### src/rtl/cache_line_refill.sv
// cache_line_refill
//   Miss-service engine for a 2-way set-associative cache. On an accepted
//   miss it optionally writes the dirty victim line back to memory one word
//   at a time, then fetches the missing line word by word and streams each
//   word into the victim way. A one-cycle refill_done pulse closes the
//   operation so the controller can set valid and clear dirty.
//
//   Handshake: a memory request is presented (mem_req=1 with stable
//   mem_we/mem_addr/mem_wdata) until mem_ack pulses for one cycle; the word
//   is complete on the rising edge where mem_ack is sampled high. mem_ack is
//   only honoured in WB and FILL; anywhere else it is ignored.
//
// Ports
//   clk, rst            clock (rising edge), asynchronous active-high reset
//   miss_req/miss_addr  start request and missing byte address (IDLE only)
//   victim*             way chosen for eviction plus its valid/dirty/tag
//   cache_rd_*          cache array read port used during writeback
//   mem_*               word-wide memory bus (request, write enable,
//                       address, write/read data, completion pulse)
//   refill_*            cache array write port and completion pulse
//   busy                high in every non-IDLE state
module cache_line_refill #(
    parameter int ADDR_WIDTH   = 32,
    parameter int DATA_WIDTH   = 32,
    parameter int INDEX_WIDTH  = 6,
    parameter int OFFSET_WIDTH = 2,
    parameter int TAG_WIDTH    = ADDR_WIDTH - INDEX_WIDTH - OFFSET_WIDTH - 2
) (
    input  logic                    clk,
    input  logic                    rst,
    input  logic                    miss_req,
    input  logic [ADDR_WIDTH-1:0]   miss_addr,
    input  logic                    victim,
    input  logic                    victim_valid,
    input  logic                    victim_dirty,
    input  logic [TAG_WIDTH-1:0]    victim_tag,
    output logic                    cache_rd_way,
    output logic [OFFSET_WIDTH-1:0] cache_rd_idx,
    input  logic [DATA_WIDTH-1:0]   cache_rd_data,
    output logic                    mem_req,
    output logic                    mem_we,
    output logic [ADDR_WIDTH-1:0]   mem_addr,
    output logic [DATA_WIDTH-1:0]   mem_wdata,
    input  logic [DATA_WIDTH-1:0]   mem_rdata,
    input  logic                    mem_ack,
    output logic                    refill_we,
    output logic                    refill_way,
    output logic [OFFSET_WIDTH-1:0] refill_idx,
    output logic [DATA_WIDTH-1:0]   refill_data,
    output logic [TAG_WIDTH-1:0]    refill_tag,
    output logic                    refill_done,
    output logic                    busy
);

    localparam int WORDS_PER_LINE = 2 ** OFFSET_WIDTH;
    localparam logic [OFFSET_WIDTH-1:0] CNT_LAST = OFFSET_WIDTH'(WORDS_PER_LINE - 1);

    typedef enum logic [1:0] {
        IDLE = 2'd0,
        WB   = 2'd1,
        FILL = 2'd2,
        DONE = 2'd3
    } state_t;

    state_t                  state;
    state_t                  state_nxt;
    logic [OFFSET_WIDTH-1:0] cnt;
    logic [OFFSET_WIDTH-1:0] cnt_nxt;

    // Fields captured at accept time; the inputs may change freely afterwards.
    logic [TAG_WIDTH-1:0]    tag_l;
    logic [INDEX_WIDTH-1:0]  index_l;
    logic [TAG_WIDTH-1:0]    victim_tag_l;
    logic                    victim_l;

    logic                    accept;
    logic                    last_word;
    logic [ADDR_WIDTH-1:0]   wb_addr;
    logic [ADDR_WIDTH-1:0]   fill_addr;

    // Byte offset and word offset of the miss address are irrelevant: the
    // whole line is transferred starting at word 0.
    logic                    unused_miss_low;
    assign unused_miss_low = ^miss_addr[OFFSET_WIDTH+1:0];

    assign accept    = (state == IDLE) && miss_req;
    assign last_word = (cnt == CNT_LAST);
    assign wb_addr   = {victim_tag_l, index_l, cnt, 2'b00};
    assign fill_addr = {tag_l, index_l, cnt, 2'b00};

    // State, word counter and latched request fields.
    always_ff @(posedge clk or posedge rst) begin
        if (rst) begin
            state        <= IDLE;
            cnt          <= '0;
            tag_l        <= '0;
            index_l      <= '0;
            victim_tag_l <= '0;
            victim_l     <= 1'b0;
        end else begin
            state <= state_nxt;
            cnt   <= cnt_nxt;
            if (accept) begin
                tag_l        <= miss_addr[ADDR_WIDTH-1 -: TAG_WIDTH];
                index_l      <= miss_addr[OFFSET_WIDTH+2 +: INDEX_WIDTH];
                victim_tag_l <= victim_tag;
                victim_l     <= victim;
            end
        end
    end

    // Next-state and output decode. All outputs are a function of the
    // registered state (plus mem_ack/mem_rdata/cache_rd_data passthroughs),
    // so asserting rst zeroes them immediately without waiting for a clock.
    always_comb begin
        state_nxt    = state;
        cnt_nxt      = cnt;
        cache_rd_way = 1'b0;
        cache_rd_idx = '0;
        mem_req      = 1'b0;
        mem_we       = 1'b0;
        mem_addr     = '0;
        mem_wdata    = '0;
        refill_we    = 1'b0;
        refill_way   = 1'b0;
        refill_idx   = '0;
        refill_data  = '0;
        refill_tag   = '0;
        refill_done  = 1'b0;
        busy         = (state != IDLE);

        case (state)
            IDLE: begin
                if (miss_req) begin
                    cnt_nxt = '0;
                    // An invalid line holds nothing worth saving, even if
                    // its dirty bit happens to be set.
                    if (victim_valid && victim_dirty) begin
                        state_nxt = WB;
                    end else begin
                        state_nxt = FILL;
                    end
                end
            end

            WB: begin
                mem_req      = 1'b1;
                mem_we       = 1'b1;
                mem_addr     = wb_addr;
                cache_rd_way = victim_l;
                cache_rd_idx = cnt;
                mem_wdata    = cache_rd_data;
                if (mem_ack) begin
                    cnt_nxt = cnt + OFFSET_WIDTH'(1);
                    if (last_word) begin
                        state_nxt = FILL;
                    end
                end
            end

            FILL: begin
                mem_req  = 1'b1;
                mem_addr = fill_addr;
                if (mem_ack) begin
                    refill_we   = 1'b1;
                    refill_way  = victim_l;
                    refill_idx  = cnt;
                    refill_data = mem_rdata;
                    refill_tag  = tag_l;
                    cnt_nxt     = cnt + OFFSET_WIDTH'(1);
                    if (last_word) begin
                        state_nxt = DONE;
                    end
                end
            end

            DONE: begin
                refill_done = 1'b1;
                refill_way  = victim_l;
                refill_tag  = tag_l;
                state_nxt   = IDLE;
            end

            default: begin
                state_nxt = IDLE;
            end
        endcase
    end

endmodule
### config.mk
export PLATFORM = sky130hd
export DESIGN_NAME = cache_line_refill
export DESIGN_NICKNAME = d
export VERILOG_FILES = /design/src/rtl/cache_line_refill.sv
export SDC_FILE = /design/constraint.sdc
export NUM_CORES = 1
export LEC_CHECK = 0
export ABC_AREA = 1
export CORE_AREA = 2 2 99 101
export DETAILED_ROUTE_END_ITERATION = 6
export DIE_AREA = 0 0 101 103
export MAX_ROUTING_LAYER = met4
export PLACE_DENSITY = 0.87
export SYNTH_ARGS = -nofsm -noshare
export SYNTH_HDL_FRONTEND = slang
export SYNTH_SLANG_ARGS = --single-unit
### constraint.sdc
create_clock -name clk -period 2.9 [get_ports clk]
set_input_delay 0.435 -clock clk [delete_from_list [all_inputs] [get_ports clk]]
set_output_delay 0.435 -clock clk [all_outputs]
set_load 0.02 [all_outputs]
**Word level (Yosys, flattened, before mapping)**

Cells that the tools add are included.

- Register bits: 55
- Input bits: 125
- Output and inout bits: 129
- Logic and storage cells: 52

- $add $sub $neg: 1
- Equality and inequality tests: 10
- Mux-type cells: 27
- Reduce and logical (&&, ||, !) cells: 8

Operators with widths:

| kind | number |
|---|---|
| $mux W32 | 3 |
| $pmux W32 S2 | 1 |
| $pmux W22 S2 | 1 |
| $mux W2 | 11 |
| $mux W22 | 1 |
| $ne A2 B2 Y1 const B | 5 |
| $pmux W2 S4 | 1 |
| $mux W1 | 7 |
| $eq A2 B2 Y1 const B | 3 |
| $reduce_and A5 Y1 | 1 |
| $pmux W2 S2 | 1 |
| $reduce_bool A2 Y1 | 2 |
| $reduce_and A3 Y1 | 1 |
| $add A2 B1 Y2 const B | 1 |
| $eq A2 B1 Y1 const B | 1 |
| $logic_and A1 B1 Y1 | 2 |
| $logic_not A2 Y1 | 1 |
| $ne A2 B1 Y1 const B | 1 |
| $pmux W1 S2 | 1 |
| $reduce_or A2 Y1 | 1 |

**Logic depth before layout (Yosys ltp)**

Gate-level depths: netlist (run 1).

- Depth after elaboration: 4
- Mapped depth: 8

**Worst setup path after synthesis (run 1)**

OpenSTA, ideal clock, no wires.

- Path type: reg-to-output
- Start point: reg state[0]
- End point: out mem_addr[10]
- Arrival: 1.653 ns
- Setup slack: 0.812 ns
- Cell stages (with the launch flop): 6
- Path through: dfrtp_1 > inv_1 > ha_1 > inv_1 > buf_1 > a21oi_1

- Cells in the longest elaborated chain, start to end: 2
- Elaborated cells on any way between the ends: 3

RTL lines:

| what | line | source |
|---|---|---|
| start: declaration | 65 | `state_t state;` |
| start signal: assignment | 101 | `state <= state_nxt;` |
| $eq A2 B2 Y1 / $eq A2 B1 Y1 (equally long branches) | 132 | `case (state)` |
| $pmux W32 S2 (*) | 132 |  |
| end: declaration | 42 | `output logic [ADDR_WIDTH-1:0] mem_addr,` |

Every way passes the cells marked *; elsewhere a longest branch is shown, timed or not.

**Worst setup path in the final report (run 1)**

- Start point: reg state[0]
- End point: out refill_tag[6]

- Cells in the longest elaborated chain, start to end: 2
- Elaborated cells on any way between the ends: 3

RTL lines:

| what | line | source |
|---|---|---|
| $eq A2 B2 Y1 | 132 |  |
| $pmux W22 S2 (*) | 132 |  |
| end: declaration | 50 | `output logic [TAG_WIDTH-1:0] refill_tag,` |

Marked as above.

==> qor.csv, run 1 <==
metric,value,unit
Worst Path Max Fanout,22,
Netlist cell types,21,
Final Skew,12.3,ps
clk buf depth,2,
"area leader, netlist",dfrtp_1,
# fillers,768,
P per Cell Area,921,mW/mm^2
Die Height,103,microns
die area,0.0104,sq mm
Via density,4.63,
Hold WC Path Type,reg -> reg,
Layout Cells excl Fill,828,
Slew @ Worst Pin,615,ps
global-route wire length before repair,17700,microns
worst hold margin,523,ps
Clock Latency Late Sink,310,ps
max cap viols,0,
Post-synth EDFFs,0,
CTS tree,yes,
DRC,0,
Routability Congestion,0.880,
hold wc startpoint,victim_tag_l[16]$_DFFE_PP0P_,
GRT Residual Overflow,0,
nets,847,
Pre-antenna DRT Iters,4,
crit end category,output pin,
crit path from,state[0]$_DFFE_PP0P_,
number of core rows,36,
initial antenna violation count,0,
status,completed,
Num CTS Buffers,5,
Vias,3833,
Total Wirelength,12200,microns
final instance area,0.00628,sq mm
Final HPWL DP,9260,microns
Starting Density,37.0,%
Antenna Cells,0,
Placement Setup Slack,45.0,ps
Setup TNS Final,0,ps
Overall Global Routing Usage,22.1,%
Post-CTS Hold Buffers,0,
CTS root buf,clkbuf_8,
most common cell in the netlist,inv_1,
CP Data Arrival Time,2380,ps
Critical Path RT,2470,ps
largest net degree at the start of global routing,33,
leading post-synthesis cells by cell area,"dfrtp_1, inv_1, mux2_4",
setup ws final,86.4,ps
final setup violating endpoints,0,
First DRT Iteration DRCs,144,
final count of pins violating max slew,0,
IO Pins,254,
RSZ-0062 raised after global routing,no,
core area,0.00946,sq mm
H-tree levels,2,
synthesized cell area,0.00350,sq mm
DP Area,0.00605,sq mm
Die Wd,101,microns
Worst R2R Start,state[1]$_DFFE_PP0P_,
most frequent cells after synthesis,"inv_1, nand2_1, nor2_1",
leakage power,3.59,nW
layout cell share with drive strength beyond 1,7.00,%
Mapped Cells,475,
post-route minimum period,2810,ps
synth warn,0,
area grow syn2layout,79.6,%
Fmax achieved,355,MHz
sequential share of the synthesized area,39.4,%
number of global-route vias before repair,3613,
syn avg cell area,7.36,sq um
max_slew headroom,58.9,%
post-route ant nets,0,
WS Path Type,reg -> out,
Sinks on Clock Net,55,
"flops & latches, synth",55,
dpl cells,819,
Avg WL per Cell,14.7,microns
Port Buf Inserts,247,
Most used DFF post-synth,dfrtp_1,
top-area cell type share of the netlist area,39.4,%
asr flop ratio synth,100,%
crit start category,register,
Final period util,97.0,%
Worst VDD drop,0.439,mV
clock-pin slew on the worst setup and hold paths,100,ps
Hold Fails Final Rpt,0,
==> worst paths after layout <==
path                            depth (start not counted)  slack, ps                      endpoint
min in group asynchronous                               2        530   victim_tag_l[2]$_DFFE_PP0P_
worst min register to register                          1        520  victim_tag_l[16]$_DFFE_PP0P_
max in group asynchronous                               3       1790          tag_l[1]$_DFFE_PP0P_
worst max register to register                          5        860  victim_tag_l[11]$_DFFE_PP0P_
worst min-delay path                                    1        520  victim_tag_l[16]$_DFFE_PP0P_
worst max-delay path                                    6         90                 refill_tag[6]
==> layout by cell type (no fill, tap or decap), types with 2 or more instances in the layout <==
cell and n:
clkdlybuf4s50_1 217, inv_1 105, nand2_1 91, nor2_1 74
dfrtp_1 55, a21oi_1 49, dlymetal6s2s_1 29, mux2_4 25
nor3_1 20, ha_1 7, nand3_1 5, clkbuf_8 5
buf_4 5, o21ai_0 4, buf_6 3, conb_1 2
buf_12 2
==> final cells by class <==
class,count,area (sq um),area share [%]
multi-input combinational,288,1600,25.5
inverter,106,398,6.33
clock buffer,6,72.6,1.16
tap,114,143,2.27
sequential,55,1380,21.9
timing repair buffer,257,2660,42.3
clock inverter,2,38.8,0.617
==> report_power, final <==
| part | internal (mW) | switching [mW] |
|---|---|---|
| sequential | 1.14 | 0.234 |
| combinational | 1.73 | 2.16 |
| clock | 0.262 | 0.255 |
| total | 3.14 | 2.65 |
==> metal layers <==
metal | GRT usage (%) | wire length, microns | vias to the layer above
met4 | 6.76 | 259 | 0
met3 | 3.46 | 724 | 20
li1 | - | - | 1891
met5 | - | 0 | -
met1 | 25.2 | 4820 | 1758
met2 | 40.1 | 6400 | 164
==> kinds of logic (layout without fill, tap and decap cells) <==
family / Yosys count / count (layout) / share of synthesized area [%]
AND/OR/NAND/NOR: 193 / 193 / 21.8
buffers and inverters: 134 / 371 / 16.4
AO/OA/AOI/OAI: 58 / 59 / 8.44
flip-flops: 55 / 55 / 39.4
multiplexers: 25 / 25 / 10.7
adder cells (fa/ha/maj): 9 / 9 / 3.22
other: 1 / 2 / 0.107
==> metrics by stage <==
| step | util [%] | total power [mW] |
|---|---|---|
| after global routing | 66.4 | 6.18 |
| final | 66.4 | 5.78 |
| after CTS | 65.3 | 5.78 |
| after global placement | 64.0 | 5.13 |
| after detailed placement | 64.0 | 5.24 |
| after floorplan | - | 3.64 |
==> critical path, stage by stage (launching register included) <==
cell and delay (ps):
dfrtp_1 460, inv_1 210, ha_4 250, nor2_1 70
buf_4 210, nor3_1 240, clkdlybuf4s50_1 640
==> registers in the layout, summed over array words and instances (netlist names) <==
register / flops
index_l: 6
victim_l: 1
state: 2
victim_tag_l: 22
tag_l: 22
cnt: 2
==> repair_timing <==
action / in CTS / in global routing
cloned: 0 / 1
gates resized for setup: 3 / 35
setup endpoints to repair: 28 / 65
buffers inserted: 0 / 0
pin swaps: 0 / 1
Power figures use the tool's default switching activity.
==> run 2: changes to the inputs <==
--- a/config.mk
+++ b/config.mk
@@ -6,11 +6,14 @@
 export NUM_CORES = 1
 export LEC_CHECK = 0
 export ABC_AREA = 1
-export CORE_AREA = 2 2 99 101
+export CELL_PAD_IN_SITES_DETAIL_PLACEMENT = 0
+export CELL_PAD_IN_SITES_GLOBAL_PLACEMENT = 1
+export CORE_AREA = 2 2 122 124
 export DETAILED_ROUTE_END_ITERATION = 6
-export DIE_AREA = 0 0 101 103
+export DIE_AREA = 0 0 124 126
 export MAX_ROUTING_LAYER = met4
-export PLACE_DENSITY = 0.87
+export PLACE_DENSITY_LB_ADDON = 0.1
+export SKIP_CTS_REPAIR_TIMING = 1
 export SYNTH_ARGS = -nofsm -noshare
 export SYNTH_HDL_FRONTEND = slang
 export SYNTH_SLANG_ARGS = --single-unit
==> run 2 against run 1 <==
Net effect: worst setup slack improved by 29 ps; highest routed layer unchanged; cell area rose by 2.0%; die area rose by 50%; register-to-register slack improved by 130 ps; critical endpoint is now refill_tag[16].
==> qor.csv, run 2 (synthesized netlist as in run 1, its figures left out) <==
metric,value,unit
final count of pins violating max slew,0,
Antenna Cells,0,
Clk pwr share,12.1,%
Vias,3693,
number of global-route vias before repair,3505,
final setup violating endpoints,0,
largest net degree at the start of global routing,59,
Worst Path Max Fanout,22,
max_slew headroom,56.5,%
Top Metal Used,met4,
Avg WL per Cell,14.0,microns
reg2reg end,victim_tag_l[1]$_DFFE_PP0P_,
H-tree levels,2,
post-route ant nets,0,
Total Wirelength,12600,microns
internal power,3.35,mW
register area,0.00138,sq mm
Starting Density,24.4,%
worst hold margin,513,ps
Comb power frac,65.0,%
First DRT Iteration DRCs,129,
IO Pins,254,
fraction of power spent switching nets,44.1,%
Pre-antenna DRT Iters,4,
CP Data Arrival Time,2350,ps
Hold Fails Final Rpt,0,
clock-pin slew on the worst setup and hold paths,70,ps
multi-input combinational cell area,0.00158,sq mm
"critical path, cell by cell",inv_1 > ha_2 > nor2_1 > buf_4 > nor3_1 > clkdlybuf4s50_1,
Die Wd,124,microns
layout cell share with drive strength beyond 1,7.14,%
Fmax achieved,359,MHz
DRC,0,
Final period util,96.0,%
worst-case reg-to-reg path depth,5,
Worst VDD drop,0.421,mV
clk buf depth,2,
DP Area,0.00616,sq mm
CTS root buf,clkbuf_16,
Sinks on Clock Net,55,
Num CTS Buffers,5,
Met3 Wirelength,854,microns
core area,0.0143,sq mm
Sw Pwr,2.64,mW
leakage power,3.46,nW
max cap viols,0,
post-route minimum period,2780,ps
WS Path Type,reg -> out,
Final Skew,7.01,ps
critical path endpoint,refill_tag[16],
final instance area,0.00641,sq mm
r2r setup slk,990,ps
CTS tree,yes,
M1 WL,5780,microns
crit start category,register,
Hold WC Path Type,reg -> reg,
Routability Congestion,0.801,
number of core rows,44,
Die Height,126,microns
most frequent cells in the layout,"clkdlybuf4s50_1, inv_1, nand2_1",
Via density,4.11,
Port Buf Inserts,247,
setup ws final,116,ps
status,completed,
CP max-delay cell,clkdlybuf4s50_1,
crit end category,output pin,
Slew @ Worst Pin,652,ps
Placement Setup Slack,77.7,ps
nets,847,
GRT Residual Overflow,0,
die area,0.0156,sq mm
met2 wire length,5850,microns
Worst R2R Start,state[1]$_DFFE_PP0P_,
Largest regs,"tag_l: 22 flops, victim_tag_l: 22 flops, index_l: 6 flops",
Clock Latency Late Sink,300,ps
Seq pwr share,22.8,%
Final HPWL DP,9760,microns
Overall Global Routing Usage,15.9,%
area grow syn2layout,83.2,%
Critical Path RT,2470,ps
P per Cell Area,935,mW/mm^2
Max stage delay on crit path,650,ps
# fillers,1467,
"most common cell after layout, fill and taps aside",clkdlybuf4s50_1,
crit path from,state[0]$_DFFE_PP0P_,
global-route wire length before repair,18800,microns
initial antenna violation count,0,
==> run 2: cell count changes in the layout (fill, tap and decap cells not counted), moves of 2 or more <==
cell | previous run | this run
buf_6 | 3 | 1
clkdlybuf4s50_1 | 217 | 227
clkbuf_8 | 5 | 1
dlymetal6s2s_1 | 29 | 20
clkbuf_16 | 0 | 5
buf_4 | 5 | 7
==> run 2: layer usage <==
metal  vias up  GRT usage [%]
li1       1888              -
met1      1653           20.7
met2       147           26.2
met3         5           2.54
met4         0           3.37
met5         -              -
==> run 2: worst min-delay path by stage <==
stage | cells after the start | startpoint | slack, ps | endpoint
finish | 1 | victim_tag_l[4]$_DFFE_PP0P_ | 510 | victim_tag_l[4]$_DFFE_PP0P_
global route | 1 | victim_tag_l[4]$_DFFE_PP0P_ | 520 | victim_tag_l[4]$_DFFE_PP0P_
CTS | 1 | victim_tag_l[0]$_DFFE_PP0P_ | 510 | victim_tag_l[0]$_DFFE_PP0P_
detailed placement | 1 | victim_tag_l[0]$_DFFE_PP0P_ | 490 | victim_tag_l[0]$_DFFE_PP0P_
global placement | 2 | index_l[4]$_DFFE_PP0P_ | 490 | index_l[4]$_DFFE_PP0P_
floorplan | 2 | index_l[0]$_DFFE_PP0P_ | 480 | index_l[0]$_DFFE_PP0P_
==> run 2: power groups by stage <==
stage	registers [mW]	logic, mW	clock network (mW)
floorplan	1.31	2.33	0
global placement	1.37	3.95	0
detailed placement	1.38	3.95	0
CTS	1.36	3.97	0.751
global route	1.42	4.25	0.776
finish	1.37	3.90	0.726
==> run 2: critical path, delay by kind of cell (launching register included) <==
family | cells | cell delay, ps
buf+inv | 3 | 1000
flops | 1 | 440
simple gates | 2 | 320
fa+ha+maj | 1 | 280
==> run 2: layout make-up <==
cell class	count	area share, %
Timing Repair Buffer	258	41.3
Multi-Input combinational cell	287	24.6
Sequential cell	55	21.5
Inverter	106	6.21
Tap cell	184	3.59
Clock buffer	6	2.17
Clock inverter	2	0.605
==> run 2: through the flow <==
step / util [%] / power, mW / setup TNS, ps / instances
4_1_cts: 44.3 / 6.09 / -3560 / 898
2_1_floorplan: - / 3.64 / 0 / 476
6_report: 44.8 / 5.99 / 0 / 898
3_5_place_dp: 43.0 / 5.32 / 0 / 890
3_3_place_gp: 43.0 / 5.31 / 0 / 890
5_1_grt: 44.8 / 6.45 / -46.0 / 898
